==> config.mk <==
export PLATFORM = sky130hd
export DESIGN_NAME = ram_write_sequencer_flat
export DESIGN_NICKNAME = d
export VERILOG_FILES = /design/src/rtl/ram_write_sequencer_if.sv /design/src/rtl/ram_write_sequencer.sv /design/src/flat_wrapper.sv
export SDC_FILE = /design/constraint.sdc
export NUM_CORES = 1
export LEC_CHECK = 0
export CORE_MARGIN = 1.5
export CORE_UTILIZATION = 53
export CTS_CLUSTER_DIAMETER = 200
export DETAILED_ROUTE_END_ITERATION = 6
export PLACE_DENSITY_LB_ADDON = 0.2
export SKIP_LAST_GASP = 1
export SLEW_MARGIN = 20
export SYNTH_ARGS = -nofsm -noshare
export SYNTH_HDL_FRONTEND = slang
export SYNTH_SLANG_ARGS = --single-unit
export TNS_END_PERCENT = 30
==> constraint.sdc <==
create_clock -name clock -period 3.6 [get_ports clock]
set_input_delay 0.72 -clock clock [delete_from_list [all_inputs] [get_ports clock]]
set_output_delay 0.72 -clock clock [all_outputs]
set_load 0.01 [all_outputs]
==> src/rtl/ram_write_sequencer_if.sv <==
// Fill control and RAM write port between the write sequencer and its environment.
// master is the sequencer's view; slave is the RAM/top-level view.
interface ram_write_sequencer_if #(
   parameter int unsigned ADDR_W = 5,
   parameter int unsigned DATA_W = 4
);
   logic              fill_start;
   logic [1:0]        fill_mode;
   logic [DATA_W-1:0] fill_seed;
   logic              busy;
   logic              fill_done;
   logic [ADDR_W-1:0] wraddress;
   logic [DATA_W-1:0] data;
   logic              wren;

   modport master (
      input  fill_start, fill_mode, fill_seed,
      output busy, fill_done, wraddress, data, wren
   );

   modport slave (
      output fill_start, fill_mode, fill_seed,
      input  busy, fill_done, wraddress, data, wren
   );
endinterface

==> src/rtl/ram_write_sequencer.sv <==
// Write-side controller for the dual-port RAM: one manual write per synchronized key press,
// or a bulk fill of every word with a selectable pattern.
module ram_write_sequencer #(
   parameter int unsigned ADDR_W = 5,
   parameter int unsigned DATA_W = 4,
   parameter int unsigned CNT_W  = 6
) (
   input  logic                 clock,
   input  logic                 reset_n,
   input  logic                 wr_key_n,
   input  logic [ADDR_W-1:0]    man_addr,
   input  logic [DATA_W-1:0]    man_data,
   output logic [CNT_W-1:0]     man_count,
   ram_write_sequencer_if.master bus
);

   typedef enum logic [0:0] {StIdle, StFill} state_e;

   localparam logic [CNT_W-1:0] CntMax = '1;

   state_e            state_q, state_d;
   logic [ADDR_W:0]   cnt_q, cnt_d;
   logic [1:0]        mode_q, mode_d;
   logic [DATA_W-1:0] seed_q, seed_d;
   logic [ADDR_W-1:0] wraddress_q, wraddress_d;
   logic [DATA_W-1:0] data_q, data_d;
   logic              wren_q, wren_d;
   logic              fill_done_q, fill_done_d;
   logic [CNT_W-1:0]  man_count_q, man_count_d;
   logic              s1_q, s2_q, prev_q;
   logic              press;
   logic [DATA_W-1:0] addr_lo;
   logic [DATA_W-1:0] fill_word;

   // Edge tracking runs in every state so a key held across a fill never fires afterwards.
   always_ff @(posedge clock or negedge reset_n) begin
      if (!reset_n) begin
         s1_q   <= 1'b1;
         s2_q   <= 1'b1;
         prev_q <= 1'b1;
      end else begin
         s1_q   <= wr_key_n;
         s2_q   <= s1_q;
         prev_q <= s2_q;
      end
   end

   assign press = !s2_q && prev_q;

   assign addr_lo = DATA_W'(cnt_q[ADDR_W-1:0]);

   always_comb begin
      fill_word = '0;
      unique case (mode_q)
         2'b00:   fill_word = seed_q;
         2'b01:   fill_word = seed_q + addr_lo;
         2'b10:   fill_word = addr_lo ^ seed_q;
         default: fill_word = '0;
      endcase
   end

   always_comb begin
      state_d     = state_q;
      cnt_d       = cnt_q;
      mode_d      = mode_q;
      seed_d      = seed_q;
      wraddress_d = wraddress_q;
      data_d      = data_q;
      wren_d      = 1'b0;
      fill_done_d = 1'b0;
      man_count_d = man_count_q;
      unique case (state_q)
         StIdle: begin
            if (bus.fill_start) begin
               mode_d  = bus.fill_mode;
               seed_d  = bus.fill_seed;
               cnt_d   = '0;
               state_d = StFill;
            end else if (press) begin
               wren_d      = 1'b1;
               wraddress_d = man_addr;
               data_d      = man_data;
               if (man_count_q != CntMax) man_count_d = man_count_q + 1'b1;
            end
         end
         StFill: begin
            // Counter MSB set means every word has been written.
            if (cnt_q[ADDR_W]) begin
               fill_done_d = 1'b1;
               state_d     = StIdle;
            end else begin
               wren_d      = 1'b1;
               wraddress_d = cnt_q[ADDR_W-1:0];
               data_d      = fill_word;
               cnt_d       = cnt_q + 1'b1;
            end
         end
         default: state_d = StIdle;
      endcase
   end

   always_ff @(posedge clock or negedge reset_n) begin
      if (!reset_n) begin
         state_q     <= StIdle;
         cnt_q       <= '0;
         mode_q      <= '0;
         seed_q      <= '0;
         wraddress_q <= '0;
         data_q      <= '0;
         wren_q      <= 1'b0;
         fill_done_q <= 1'b0;
         man_count_q <= '0;
      end else begin
         state_q     <= state_d;
         cnt_q       <= cnt_d;
         mode_q      <= mode_d;
         seed_q      <= seed_d;
         wraddress_q <= wraddress_d;
         data_q      <= data_d;
         wren_q      <= wren_d;
         fill_done_q <= fill_done_d;
         man_count_q <= man_count_d;
      end
   end

   assign bus.wraddress = wraddress_q;
   assign bus.data      = data_q;
   assign bus.wren      = wren_q;
   assign bus.fill_done = fill_done_q;
   assign bus.busy      = (state_q == StFill);
   assign man_count     = man_count_q;

endmodule

==> src/flat_wrapper.sv <==
// flat-port wrapper written by rule: the top's interface ports become plain ports
module ram_write_sequencer_flat 
#(
   parameter int unsigned ADDR_W = 5,
   parameter int unsigned DATA_W = 4,
   parameter int unsigned CNT_W  = 6
)
  (clock, reset_n, wr_key_n, man_addr, man_data, man_count, bus_fill_start, bus_fill_mode, bus_fill_seed, bus_busy, bus_fill_done, bus_wraddress, bus_data, bus_wren);
  ram_write_sequencer_if #(.ADDR_W(ADDR_W), .DATA_W(DATA_W)) bus_i ();
  input  logic clock;
  input  logic reset_n;
  input  logic wr_key_n;
  input  logic [ADDR_W-1:0] man_addr;
  input  logic [DATA_W-1:0] man_data;
  output logic [CNT_W-1:0] man_count;
  input wire logic [$bits(bus_i.fill_start)-1:0] bus_fill_start;
  input wire logic [$bits(bus_i.fill_mode)-1:0] bus_fill_mode;
  input wire logic [$bits(bus_i.fill_seed)-1:0] bus_fill_seed;
  output wire logic [$bits(bus_i.busy)-1:0] bus_busy;
  output wire logic [$bits(bus_i.fill_done)-1:0] bus_fill_done;
  output wire logic [$bits(bus_i.wraddress)-1:0] bus_wraddress;
  output wire logic [$bits(bus_i.data)-1:0] bus_data;
  output wire logic [$bits(bus_i.wren)-1:0] bus_wren;
  assign bus_i.fill_start = bus_fill_start;
  assign bus_i.fill_mode = bus_fill_mode;
  assign bus_i.fill_seed = bus_fill_seed;
  assign bus_busy = bus_i.busy;
  assign bus_fill_done = bus_i.fill_done;
  assign bus_wraddress = bus_i.wraddress;
  assign bus_data = bus_i.data;
  assign bus_wren = bus_i.wren;
  ram_write_sequencer #(.ADDR_W(ADDR_W), .DATA_W(DATA_W), .CNT_W(CNT_W)) u_core (.clock(clock), .reset_n(reset_n), .wr_key_n(wr_key_n), .man_addr(man_addr), .man_data(man_data), .man_count(man_count), .bus(bus_i));
endmodule
# == After elaboration in Yosys (flattened, before gate mapping) ==
# Cells that the tools add are included.
# totals
input_bits,19
out_inout_bits,18
reg_bits,33
# classes
n_reduce_logical,7
add_sub_neg,3
n_eq_ne,7
bitwise_logic,3
mux,20
# ops
operator,count
$mux 5,3
$add 6x1->6 const B,2
$mux 4,3
$mux 6,2
$pmux 4 s3,1
$pmux 6 s2,1
$pmux 5 s2,1
$pmux 4 s2,1
$mux 1,6
$ne 2x2->1 const B,3
$ne 6x6->1 const B,1
$add 4x4->4,1
$pmux 1 s2,2
$reduce_and 2->1,2
$reduce_and 4->1,1
$xor 4x4->4,1
$reduce_and 3->1,1
$eq 2x1->1 const B,1
$eq 2x2->1 const B,1
$logic_not 2->1,1
$ne 2x1->1 const B,1
$not 1->1,2
$logic_and 1x1->1,1
$logic_not 1->1,1

# == Logic depth before layout (Yosys ltp) ==
# Gate-level depths: netlist of the first run.
# depth
ltp_word,5
ltp_mapped,7

# == Least setup slack after synthesis of the first run ==
# No wires, ideal clock.
# synth_path
kind,input-to-reg
startpoint,in bus_fill_start
endpoint,"reg u_core.data_q[3], in the netlist u_core.bus.data[3]"
slack_ps,1647
setup_time_ps,130
t_arrival_ps,1823
n_path_buf,2
cell_stages,6
cell_sequence,or4b_4 and2_1 buf_2 buf_2 nand2_1 o31ai_1
# synth_between
elab_chain_cells,2
# synth_rtl
element,line,source
from (decl),flat_wrapper.sv:16,input wire logic [$bits(bus_i.fill_start)-1:0] bus_fill_start;
$ne 2x2->1 (no line),-,
$reduce_and 3->1 (no line),-,
to (signal assigned),ram_write_sequencer.sv:119,data_q <= data_d;
to (decl),ram_write_sequencer.sv:26,"logic [DATA_W-1:0] data_q, data_d;"
# No other way between the ends.
# A chain may end at the register's enable or synchronous reset.

# == Worst setup path after layout of the first run ==
# layout_path
startpoint,"reg u_core.state_q, in the netlist u_core.bus.busy"
endpoint,out bus_busy
# layout_lines
element,line,source
from (decl),ram_write_sequencer.sv:21,"state_e state_q, state_d;"
from (signal assigned),ram_write_sequencer.sv:104,state_q <= StIdle;
from (signal assigned),ram_write_sequencer.sv:114,state_q <= state_d;
to (decl),flat_wrapper.sv:19,output wire logic [$bits(bus_i.busy)-1:0] bus_busy;
# No word-level cell between the ends.

==> results of run 1 <==
through the flow:
step	util	power (W)	cell area [µm²]
floorplan	-	0.00118	1660
global placement	0.675	0.00141	2040
detailed placement	0.675	0.00145	2040
CTS	0.700	0.00173	2120
global route	0.700	0.00186	2120
finish	0.700	0.00171	2120
cells in the final DEF, fill, tap and decap left out, drive strengths merged, types with 2 or more instances in the layout:
master and n:
clkdlybuf4s50 36, dfrtp 30, nand2 26, o21ai 21
mux2 8, mux2i 6, xnor2 6, nand2b 6
clkbuf 6, ha 5, inv 5, nor2 4
xor2 4, dfstp 3, and2 2, nor2b 2
and3 2, nand3 2
area by class of cell:
class / count / share of cell area
sequential: 33 / 0.391
clock buffer: 6 / 0.0195
clock inverter: 2 / 0.0165
multi-input combinational: 112 / 0.364
inverter: 5 / 0.00885
tap: 44 / 0.0260
timing repair buffer: 37 / 0.174
routing by layer:
metal | part of all wire | global-route usage | vias to the layer above
li1 | - | - | 616
met1 | 0.46 | 0.280 | 595
met2 | 0.48 | 0.341 | 32
met3 | 0.041 | 0.0349 | 4
met4 | 0.011 | 0.0812 | 0
met5 | 0 | 0 | -
where the power goes:
part	switching (W)	internal [W]	total (W)
Combinational	0.000326	0.000413	0.000739
Clock	0.000122	0.000146	0.000268
Sequential	0.000194	0.000509	0.000703
Total	0.000642	0.00107	0.00171
registers in the layout, indices dropped and copies added, names as in the netlist:
register	flops
u_core.cnt_q	6
u_core.man_count	6
u_core.bus.wraddress	5
u_core.bus.data	4
u_core.seed_q	4
u_core.mode_q	2
u_core.bus.busy	1
u_core.bus.fill_done	1
u_core.bus.wren	1
u_core.prev_q	1
u_core.s1_q	1
u_core.s2_q	1
final timing paths:
kind                                           start                        endpoint  slack [ns]
hold reg to reg                u_core.s1_q$_DFF_PN1_           u_core.s2_q$_DFF_PN1_        0.36
max in group asynchronous                    reset_n           u_core.s1_q$_DFF_PN1_        2.49
hold / removal                 u_core.s1_q$_DFF_PN1_           u_core.s2_q$_DFF_PN1_        0.36
setup / recovery           u_core.bus.busy$_DFF_PN0_                        bus_busy        0.94
setup reg to reg           u_core.bus.busy$_DFF_PN0_  u_core.bus.data[3]$_DFFE_PN0P_        1.40
min in group asynchronous                    reset_n     u_core.cnt_q[4]$_DFFE_PN0P_        0.78
cells by family (layout without fill, tap and decap cells):
kind of cell / count (synthesis) / count (layout) / synth area share
DFF: 33 / 33 / 0.498
buffers and inverters: 14 / 50 / 0.0376
xor gates and xnor gates: 10 / 10 / 0.0526
AOI/OAI and AO/OA: 32 / 32 / 0.123
and+or+nand+nor: 50 / 50 / 0.148
adders and majority gates: 6 / 6 / 0.0496
muxes: 14 / 14 / 0.0902
==> impl_metrics.csv, run 1 <==
group,metric,value,unit
routing,drt.antenna.violating_nets,0,
run_status,result_of_the_run,"finished clean",
clock_tree,clk_pin_slew_worst_paths,0.10,ns
sta,post-route-min-period,2.66,ns
logic_synthesis,synth_top_cell_by_area,"dfrtp_1",
global_routing,grt_overflow,0,
clock_tree,cts_num_sinks,33,
logic_synthesis,synth.top_cells.by_count,"30 x dfrtp_1, 26 x nand2_1, 13 x o21ai_0",
logic_synthesis,synth_flop_cell,"dfrtp_1",
placement,post-place-ws,1.01,ns
worst_setup_path,worst_r2r_path_depth,3,
run,number_of_maximum_capacitance_violations,0,
global_routing,grt_first_pass_wirelength,5490,µm
clock_tree,cts_inserted_buffers,5,
sta,rsz_0062_raised_after_global_routing,"no",
global_routing,global_route.usage.total,0.209,
hold_path,min_path_cells,0,
logic_synthesis,synth_area,0.00166,mm²
sta,clock_tree_skew_after_final_layout,0.0115,ns
clock_tree,h_tree_depth,2,
logic_synthesis,synth-async-reset-ratio,1.00,
routing,remaining_drc_errors,0,
logic_synthesis,syn-instance-count,159,
sta,finalMaxSlewViolations,0,
routing,drt_iter0_markers,50,
sta,setup_viol_count_final,0,
global_routing,antenna_found_initial,0,
sta,final.period_utilization,0.738,
clock_tree,tritoncts,"built",
clock_tree,ctsHoldBuffers,0,
clock_tree,clk-insertion-delay-late,0.33,ns
logic_synthesis,synth-seq-area-share,0.498,
power,power_density,807,mW/mm²
floorplanning,die_w,59.0,µm
sta,fmaxAchievable,376,MHz
logic_synthesis,synth_most_common_cell,"dfrtp_1",
logic_synthesis,synth_top_cell_area_share,0.451,
worst_setup_path,path_delay_family,"flip-flops",
sta,relSlewSlack,0.411,
clock_tree,cts-root-to-sink-buffers,2,
worst_setup_path,worst-endpoint-arrival,1.94,ns
logic_synthesis,flip_flop_and_latch_count_after_synthesis,33,
worst_setup_path,worstPathBufferInverterCount,1,
placement,place_hpwl,2260,µm
worst_setup_path,critPathSlowestCell,"dfrtp_1",
finish,antenna_cells_inserted,0,
clock_tree,root_buffer,"clkbuf_4",
sta,layout_setup_ws,0.943,ns
placement,cells_after_dpl,231,
floorplanning,initial_utilization,0.550,
hold_path,worst_hold_path_type,"register to register",
placement,port_buffers,36,
routing,detail_route.vias_per_cell,5.22,
finish,multi_input_area,772,µm²
power,vdd.ir_drop.worst,502,µV
global_routing,grt_max_degree,34,
worst_setup_path,worstSetupStartpointType,"register",
logic_synthesis,synth_nets,184,
sta,timing.final.hold_violations,0,
clock_tree,post-cts-setup-buffers,0,
worst_setup_path,endpoint_kind,"output port",
placement,place_congestion,0.791,
logic_synthesis,synthDistinctLibCells,40,
logic_synthesis,yosys_warnings,0,
logic_synthesis,cells_taking_the_most_area_after_synthesis,"dfrtp_1 45%, nand2_1 5.9%, dfstp_2 4.7%",
finish,area.growth.synth_to_final,27.4,%
global_routing,first_global_vias,1223,
sta,hold_ws,0.365,ns
clock_tree,post_cts.resized_instances,0,
worst_setup_path,cp_cell_sequence,"clkdlybuf4s50_1",
routing,route.detailed.wl_per_inst,13.3,µm
finish,instances_no_fill,239,
routing,drt_pre_antenna_iters,4,
finish,count_of_fill_cells_added_during_filler_insertion,222,
worst_setup_path,critical-path-max-stage-delay,0.93,ns
floorplanning,floorplan.io_pins,37,
finish,drive_gt1_frac,0.108,
sta,worst_slew_pin_slew,0.884,ns
power,p_leak,0.918,nW
worst_setup_path,timing.critical_path.depth,1,
worst_setup_path,critical_path_peak_fanout,29,
sta,setup_total_negative_slack,0,ns
floorplanning,rows,20,
finish,finish.net_count,219,
routing,wirelength,3170,µm
floorplanning,dieArea,0.00349,mm²
worst_setup_path,timing.setup.critical_path_class,"register to output port",
routing,via_count,1247,
floorplanning,area_of_the_core,0.00303,mm²
worst_setup_path,worst-endpoint-required,2.88,ns
finish,area.sequential,830,µm²
logic_synthesis,synth_enable_flop_cells,0,
logic_synthesis,synth.avg_cell_area,10.5,µm²
floorplanning,vertical_die_dimension,59.0,µm
No activity file was read; power rests on OpenSTA's default activity.
==> inputs of run 2 (changes only) <==
--- a/config.mk
+++ b/config.mk
@@ -6,7 +6,7 @@
 export NUM_CORES = 1
 export LEC_CHECK = 0
 export CORE_MARGIN = 1.5
-export CORE_UTILIZATION = 53
+export CORE_UTILIZATION = 45
 export CTS_CLUSTER_DIAMETER = 200
 export DETAILED_ROUTE_END_ITERATION = 6
 export PLACE_DENSITY_LB_ADDON = 0.2
==> constraint.sdc (replaced) <==
create_clock -name clock -period 2.2 [get_ports clock]
set_input_delay 0.44 -clock clock [delete_from_list [all_inputs] [get_ports clock]]
set_output_delay 0.44 -clock clock [all_outputs]
set_load 0.01 [all_outputs]
==> impl_metrics.csv, run 2 (synthesis gave the netlist of run 1 again) <==
group,metric,value,unit
placement,post-place-ws,0.0128,ns
sta,fmaxAchievable,495,MHz
clock_tree,ctsHoldBuffers,0,
global_routing,grt_max_degree,34,
clock_tree,clk_pin_slew_worst_paths,0.06,ns
power,switchingPower,0.00105,W
power,vdd.ir_drop.worst,658,µV
clock_tree,clk-insertion-delay-late,0.27,ns
placement,port_buffers,36,
floorplanning,floorplan.io_pins,37,
worst_setup_path,worstSetupStartpointType,"register",
routing,drt_pre_antenna_iters,4,
clock_tree,root_buffer,"clkbuf_8",
finish,area.growth.synth_to_final,31.1,%
worst_setup_path,worst-endpoint-required,2.33,ns
power,share_seq_of_total_power,0.367,
routing,drt.antenna.violating_nets,0,
floorplanning,area_of_the_core,0.00344,mm²
floorplanning,rows,21,
global_routing,antenna_found_initial,0,
sta,finalMaxSlewViolations,0,
sta,relSlewSlack,0.587,
placement,place_congestion,0.745,
finish,final_area,0.00218,mm²
clock_tree,cts_inserted_buffers,5,
power,power_frac_clock,0.158,
finish,commonest_cells_after_routing_fill_and_taps_aside,"36 x clkdlybuf4s50_1, 30 x dfrtp_1, 26 x nand2_1",
power,internal_power,0.00181,W
clock_tree,h_tree_depth,2,
sta,timing.final.hold_violations,0,
sta,hold_ws,0.358,ns
global_routing,grt_first_pass_wirelength,5520,µm
global_routing,global_route.usage.total,0.173,
routing,remaining_drc_errors,0,
sta,setup_total_negative_slack,0,ns
placement,place_hpwl,2230,µm
floorplanning,dieArea,0.00407,mm²
clock_tree,cts_num_sinks,33,
power,combPwrFrac,0.475,
finish,antenna_cells_inserted,0,
sta,rsz_0062_raised_after_global_routing,"no",
sta,clock_tree_skew_after_final_layout,0.00260,ns
clock_tree,cts-root-to-sink-buffers,2,
routing,drt_iter0_markers,55,
power,p_leak,0.951,nW
routing,via_count,1257,
clock_tree,post-cts-setup-buffers,0,
finish,finish.net_count,225,
run_status,result_of_the_run,"finished clean",
clock_tree,tritoncts,"built",
floorplanning,die_w,63.8,µm
routing,wirelength,3100,µm
routing,detail_route.vias_per_cell,5.09,
worst_setup_path,critical_path_peak_fanout,4,
worst_setup_path,worst-endpoint-arrival,2.15,ns
hold_path,worst_hold_path_type,"register to register",
sta,post-route-min-period,2.02,ns
global_routing,grt_overflow,0,
run,number_of_maximum_capacitance_violations,0,
sta,setup_viol_count_final,0,
finish,mostFrequentLayoutCell,"clkdlybuf4s50_1",
worst_setup_path,endpoint_kind,"register",
routing,route.detailed.wl_per_inst,12.5,µm
placement,dpl_cell_area,0.00209,mm²
power,netSwitchingFraction,0.367,
finish,drive_gt1_frac,0.129,
worst_setup_path,timing.setup.critical_path_class,"register to register",
clock_tree,post_cts.resized_instances,0,
sta,layout_setup_ws,0.179,ns
power,power_density,1310,mW/mm²
floorplanning,initial_utilization,0.483,
power,totalPowerFinal,0.00285,W
sta,worst_slew_pin_slew,0.620,ns
floorplanning,vertical_die_dimension,63.8,µm
global_routing,first_global_vias,1245,
sta,final.period_utilization,0.918,
run 2: cell types whose count changed in the layout (fill, tap and decap cells not counted):
cell	before	now
bufinv_16	1	0
clkbuf_1	1	2
clkinv_2	1	0
clkbuf_8	0	6
buf_4	1	7
clkbuf_4	5	0
run 2: through the flow:
stage	std cells	utilization
floorplan	159	-
global placement	239	0.607
detailed placement	239	0.607
CTS	247	0.634
global route	247	0.634
finish	247	0.634
run 2: critical path, stage by stage, from the launching register on:
cell      delay, ns
dfrtp_1        0.43
ha_1           0.34
a211oi_1       0.39
o21bai_1       0.16
o211a_1        0.13
nor4b_1        0.32
o31ai_1        0.12
run 2: routing by layer:
metal / track usage / part of all wire / up-vias
li1: - / - / 626
met1: 0.221 / 0.48 / 597
met2: 0.277 / 0.47 / 29
met3: 0.0599 / 0.047 / 5
met4: 0.0543 / 0.010 / 0
met5: 0 / 0 / -
run 2: area by class of cell:
cell class	instances	area, µm²
Inverter	5	18.8
Timing Repair Buffer	43	413
Multi-Input combinational cell	112	772
Tap cell	46	57.6
Clock buffer	8	90.1
Fill cell	292	1260
Sequential cell	33	830
run 2: path summary, 6_finish.rpt:
kind / to / start / depth (start not counted) / slack, ns
min: u_core.s2_q$_DFF_PN1_ / u_core.s1_q$_DFF_PN1_ / 0 / 0.36
max: u_core.bus.data[3]$_DFFE_PN0P_ / u_core.seed_q[1]$_DFFE_PN0P_ / 6 / 0.18
max in group asynchronous: u_core.s1_q$_DFF_PN1_ / reset_n / 2 / 1.31
min in group asynchronous: u_core.bus.wraddress[0]$_DFFE_PN0P_ / reset_n / 2 / 0.57
min reg2reg: u_core.s2_q$_DFF_PN1_ / u_core.s1_q$_DFF_PN1_ / 0 / 0.36
max reg2reg: u_core.bus.data[3]$_DFFE_PN0P_ / u_core.seed_q[1]$_DFFE_PN0P_ / 6 / 0.18
run 2: power groups by stage:
| stage | Combinational (W) | Clock [W] | Sequential [W] |
|---|---|---|---|
| global placement | 0.00133 | 0 | 0.00105 |
| floorplan | 0.000863 | 0 | 0.00106 |
| global route | 0.00153 | 0.000497 | 0.00108 |
| finish | 0.00136 | 0.000451 | 0.00105 |
| detailed placement | 0.00136 | 0 | 0.00106 |
| CTS | 0.00137 | 0.000471 | 0.00105 |
==> edit 1, RTL diff (flow settings as in run 2) <==
Remove the case item `2'b01` of the case on `mode_q`.
--- a/src/rtl/ram_write_sequencer.sv
+++ b/src/rtl/ram_write_sequencer.sv
@@ -53,7 +53,6 @@
       fill_word = '0;
       unique case (mode_q)
          2'b00:   fill_word = seed_q;
-         2'b01:   fill_word = seed_q + addr_lo;
          2'b10:   fill_word = addr_lo ^ seed_q;
          default: fill_word = '0;
       endcase
Formal check against the unedited RTL: not equivalent (Yosys sat finds a counterexample within 4 cycles, from zero or initial values and one cycle with reset_n low).
==> edit 1 against run 2 <==
Setup slack better by 230 ps; first-iteration DRC count decreased by 11%; power fell by 13%; synthesized area shrank 6.8%; utilization decreased by 2.2 points; sequential cell count stayed put; design area is 7.2% lower; routed wire length grew 2.9%; largest cell class unchanged.
==> edit 1: results (changes against run 2) <==
Placement
  – DP HPWL: 2280 um (+1.9%)
  – GP Congestion: 0.796 (+6.8%)
  – PortBufs: 36 (unchanged)
  – Placed cells: 217 (-9.2%)

Yosys
  – Synth Area in Compound Gates: 0.115 (-0.00799)
  – Post-Synth XOR/XNOR Area: 0.0226 (-0.0301)
  – Sequential cell area fraction in the yosys report: 0.535 (+0.0362)
  – Post-synthesis adder-cell area fraction: 0.0161 (-0.0335)
  – Net Count, Synth: 158 (-14%)
  – Post-synth top cells: dfrtp_1 (30), a21oi_1 (9), nor3_1 (9), mux2_2 (8), nand2b_1 (8)
  – Dominant synthesized flop cell: dfrtp_1
  – Multiplexer share of the synthesized area: 0.105 (+0.0146)
  – Synth top area cells: dfrtp_1 (48%), mux2_2 (5.8%), dfstp_2 (5.1%), mux2i_1 (3.2%), nand2b_1 (3.2%)
  – Mean post-synth cell area: 11.3 sq um (+8.2%)
  – Distinct cells, synth: 35 (-13%)

Final layout
  – FILL cells: 293 (+0.34%)
  – Share of cells above drive strength 1: 0.145 (+0.0159)
  – Fin cells: 225 (-8.9%)
  – Diode count: 0 (unchanged)
  – Final net count: 199 (-12%)

Worst setup path
  – R2r endpoint: u_core.bus.data[0]
  – Worst path max stage delay: 570 ps (+140 ps)
  – Worst R2R Setup Slack: 620 ps (+440 ps)
  – CP max-delay cell: clkdlybuf4s50_1
  – Top delay family on crit path: buffers and inverters
  – Reg2reg start: u_core.bus.busy
  – R2r worst-path depth: 4 (-2)
  – Critical-path maximum fanout: 6 (+2)

Global route
  – Gr ovfl total: 0 (unchanged)
  – Overall Global Routing Usage: 0.188 (+0.0142)
  – First-pass GRT wire length: 5100 um (-7.6%)
  – Vias in the first global route: 1116 (-10%)
  – Pin count of the biggest net entering global routing: 34 (unchanged)

Detailed routing
  – Total vias in the final route: 1167 (-7.2%)
  – DRC marker count from the first detailed-route iteration: 49 (-11%)
  – Final wirelength: 3190 um (+2.9%)
  – TritonRoute pass-1 iters: 4 (unchanged)

CTS
  – CTS tree: yes
  – Clock Tree Buf Depth: 2 (unchanged)
  – Clock latency on the worst-skew pair: 330 ps (+60 ps)
  – Post_cts resized: 0 (unchanged)
  – Clock-pin slew on the worst setup and hold paths: 100 ps (+40 ps)
  – Total CTS buffers: 5 (unchanged)
  – Clock Root Buffer: clkbuf_4
  – Setup repair bufs after CTS: 0 (unchanged)

Min path
  – Hold path start: u_core.s1_q
  – Hold Path Class: flop to flop

STA
  – Hold slack: 361 ps (+2.46 ps)
  – Max_slew headroom: 0.725 (+0.138)
  – Clk_skew: 7.38 ps (+4.78 ps)

Run status
  – Status: completed

Pwr
  – Leak pwr: 0.880 nW (-7.4%)
  – Worst VDD drop: 0.511 mV (-22%)
edit 1: changes by cell type after synthesis, moves of 4 or more:
| cell | delta |
|---|---|
| nand2_1 | -21 |
| a21oi_1 | +8 |
| a21boi_0 | +4 |
| and3b_1 | +4 |
| clkbuf_1 | -4 |
| o21ai_1 | -8 |
| a31oi_1 | +7 |
| nor3_1 | +8 |
| o21ai_0 | -7 |
edit 1: area by class of cell:
cell class	instances	area, sq um	share of cell area
clock buffer	8	48.8	0.0241
inverter	2	7.51	0.00371
multi-input combinational	95	682	0.337
sequential	33	830	0.410
tap	46	57.6	0.0284
timing repair buffer	41	398	0.197
edit 1: power breakdown:
group	switching, mW	leakage, nW	internal (mW)
clock network	0.187	0.0265	0.127
registers	0.230	0.403	0.846
logic	0.467	0.451	0.632
edit 1: worst max-delay path by stage:
stage,start,to,slack (ps),cells past startpoint
2_1_floorplan,u_core.bus.busy,u_core.man_count[1],610,4
3_3_place_gp,bus_fill_start,u_core.bus.data[1],190,5
3_5_place_dp,bus_fill_start,u_core.bus.data[2],130,5
4_1_cts,u_core.man_count[3],man_count[3],400,1
5_1_grt,u_core.man_count[3],man_count[3],330,1
6_report,u_core.man_count[3],man_count[3],410,1
edit 1: through the flow:
step	total power [mW]	util	setup WS, ps	cell area [sq um]
after CTS	2.52	0.611	396	2020
after floorplan	1.74	-	611	1550
after global placement	2.14	0.596	189	1970
after detailed placement	2.20	0.596	128	1970
after global routing	2.71	0.611	331	2020
final	2.49	0.611	410	2020
edit 1: metal layers:
metal  wire length [um]  global-route usage  up-vias
met5                  0                   0        -
met4                 60              0.0821        0
met3                173              0.0455        8
met2               1580               0.296       33
met1               1370               0.247      551
li1                   -                   -      575
==> edit 2, RTL diff (flow settings as in run 2) <==
Without the edit above. `DATA_W` is set to 4 in 3 places; all go to 6.
--- a/src/rtl/ram_write_sequencer_if.sv
+++ b/src/rtl/ram_write_sequencer_if.sv
@@ -2,7 +2,7 @@
 // master is the sequencer's view; slave is the RAM/top-level view.
 interface ram_write_sequencer_if #(
    parameter int unsigned ADDR_W = 5,
-   parameter int unsigned DATA_W = 4
+   parameter int unsigned DATA_W = 6
 );
    logic              fill_start;
    logic [1:0]        fill_mode;
--- a/src/rtl/ram_write_sequencer.sv
+++ b/src/rtl/ram_write_sequencer.sv
@@ -2,7 +2,7 @@
 // or a bulk fill of every word with a selectable pattern.
 module ram_write_sequencer #(
    parameter int unsigned ADDR_W = 5,
-   parameter int unsigned DATA_W = 4,
+   parameter int unsigned DATA_W = 6,
    parameter int unsigned CNT_W  = 6
 ) (
    input  logic                 clock,
--- a/src/flat_wrapper.sv
+++ b/src/flat_wrapper.sv
@@ -2,7 +2,7 @@
 module ram_write_sequencer_flat 
 #(
    parameter int unsigned ADDR_W = 5,
-   parameter int unsigned DATA_W = 4,
+   parameter int unsigned DATA_W = 6,
    parameter int unsigned CNT_W  = 6
 )
   (clock, reset_n, wr_key_n, man_addr, man_data, man_count, bus_fill_start, bus_fill_mode, bus_fill_seed, bus_busy, bus_fill_done, bus_wraddress, bus_data, bus_wren);
Ports: changed (resized bus_data, bus_fill_seed and man_data); port bits go from 37 to 43. No check against the original RTL was run, so the function may have changed too.
==> edit 2 against run 2 <==
Worst hold slack got worse by 130 ps; via count increased by 15%; sequential cell count increased by 4; power increased by 15%; setup slack improved by 31 ps; register-to-register slack improved by 140 ps; highest routed layer unchanged; largest cell class unchanged; sequential share of layout area decreased by 0.11 points; routed wire length increased by 24%; utilization decreased by 2.5 points; design area increased by 12%; synthesized area increased by 13%; largest power group unchanged.
==> edit 2: results (changes against run 2) <==
Global route
  – Vias in the first global route: 1477 (+19%)
  – Met1 Use GR: 0.249 (+0.0284)
  – GR Layer Usage met3: 0.0417 (-0.0182)
  – Met2 Use GR: 0.335 (+0.0572)
  – Overall Global Routing Usage: 0.201 (+0.0275)
  – First-pass GRT wire length: 6730 um (+22%)
  – Pin count of the biggest net entering global routing: 38 (+12%)

Placement
  – DP HPWL: 2800 um (+26%)
  – PortBufs: 42 (+17%)
  – DP Worst Slack: -29.4 ps (-42.2 ps)
  – Placed cells: 263 (+10%)
  – GP Congestion: 0.805 (+8.0%)

Detailed routing
  – DRC marker count from the first detailed-route iteration: 53 (-3.6%)
  – M1 WL: 1800 um (+22%)
  – Total vias in the final route: 1446 (+15%)
  – WL/cell: 14.2 um (+13%)
  – Via density: 5.34 (+4.8%)
  – Met3 wire length: 160 um (+8.8%)
  – Met2 wire length: 1850 um (+28%)

Yosys
  – Ys Warns: 0 (unchanged)
  – Synth top area cells: dfrtp_1 (45%), o21ai_0 (5.6%), mux2_2 (5.4%), mux2i_1 (5.3%), ha_1 (4.6%)
  – Multiplexer share of the synthesized area: 0.107 (+0.0165)
  – Post-Synth XOR/XNOR Area: 0.0557 (+0.00307)
  – Distinct cells, synth: 36 (-10%)
  – Synth Area in Compound Gates: 0.127 (+0.00401)
  – Post-synth top cells: dfrtp_1 (34), o21ai_0 (21), nand2_1 (19), mux2i_1 (10), mux2_2 (9)
  – Syn Inst Count: 174 (+9.4%)
  – Sequential cell area fraction in the yosys report: 0.493 (-0.00579)
  – Post-synthesis adder-cell area fraction: 0.0570 (+0.00741)
  – Net Count, Synth: 205 (+11%)

Worst setup path
  – Top delay family on crit path: buffers and inverters
  – Critical-path maximum fanout: 30 (+26)
  – CP max-delay cell: clkdlybuf4s50_1
  – Worst path max stage delay: 600 ps (+170 ps)
  – WP data arrival: 1550 ps (-600 ps)

Final layout
  – Diode count: 0 (unchanged)
  – Final net count: 251 (+12%)
  – Share of cells above drive strength 1: 0.136 (+0.00639)
  – FILL cells: 346 (+18%)

Min path
  – Hold Path Class: input port to asynchronous set/reset pin

CTS
  – Clock latency on the worst-skew pair: 290 ps (+20 ps)
  – Post_cts resized: 0 (unchanged)
  – Setup repair bufs after CTS: 0 (unchanged)

Pwr
  – Leak pwr: 1.08 nW (+14%)
  – Psw: 1.25 mW (+19%)
  – Worst VDD drop: 0.675 mV (+2.5%)
  – Pwr per Cell Area: 1340 nW/um^2 (+2.0%)
  – Clock Power: 0.458 mW (+2%)
  – Register share of total power: 0.380 (+0.013)

STA
  – Tightest Pin Transition: 808 ps (+188 ps)
  – Clk_skew: 3.74 ps (+1.14 ps)

Run status
  – Status: completed
==> edit 2: cell count changes after synthesis, sizes merged, moves of 3 or more <==
cell and change:
nand2 -7, a21oi +4, dfrtp +4, mux2i +4, a211oi +3
==> edit 2: worst paths after layout <==
path	start	endpoint	slack, ps
worst max-delay path	u_core.bus.busy	bus_busy	210
worst min-delay path	reset_n	u_core.bus.wren	230
worst max register to register	u_core.cnt_q[0]	u_core.bus.data[4]	320
worst min register to register	u_core.s1_q	u_core.s2_q	360
max in group asynchronous	reset_n	u_core.man_count[5]	1460
min in group clock	u_core.s1_q	u_core.s2_q	360
==> edit 2: area by class of cell <==
| type | instances | area, sq um | area share |
|---|---|---|---|
| clock inverters | 2 | 10.0 | 0.00408 |
| flip-flops and latches | 37 | 930 | 0.379 |
| clock buffers | 6 | 72.6 | 0.0296 |
| multi-input cells | 126 | 912 | 0.372 |
| repair buffers | 47 | 453 | 0.185 |
| well taps | 50 | 62.6 | 0.0255 |
| inverters | 3 | 11.3 | 0.00459 |
==> edit 2: cells by family after synthesis <==
| kind of cell | Yosys count |
|---|---|
| and+or+nand+nor | 48 |
| xor gates and xnor gates | 12 |
| DFF | 37 |
| muxes | 19 |
| buffers and inverters | 11 |
| AOI/OAI and AO/OA | 39 |
| adders and majority gates | 8 |
==> edit 2: through the flow <==
| stage | hold WS [ps] | total power [mW] | area, sq um |
|---|---|---|---|
| 2_1_floorplan | 144 | 2.25 | 1890 |
| 3_3_place_gp | 347 | 2.74 | 2370 |
| 3_5_place_dp | 348 | 2.83 | 2370 |
| 4_1_cts | 263 | 3.30 | 2450 |
| 5_1_grt | 290 | 3.58 | 2450 |
| 6_report | 231 | 3.27 | 2450 |
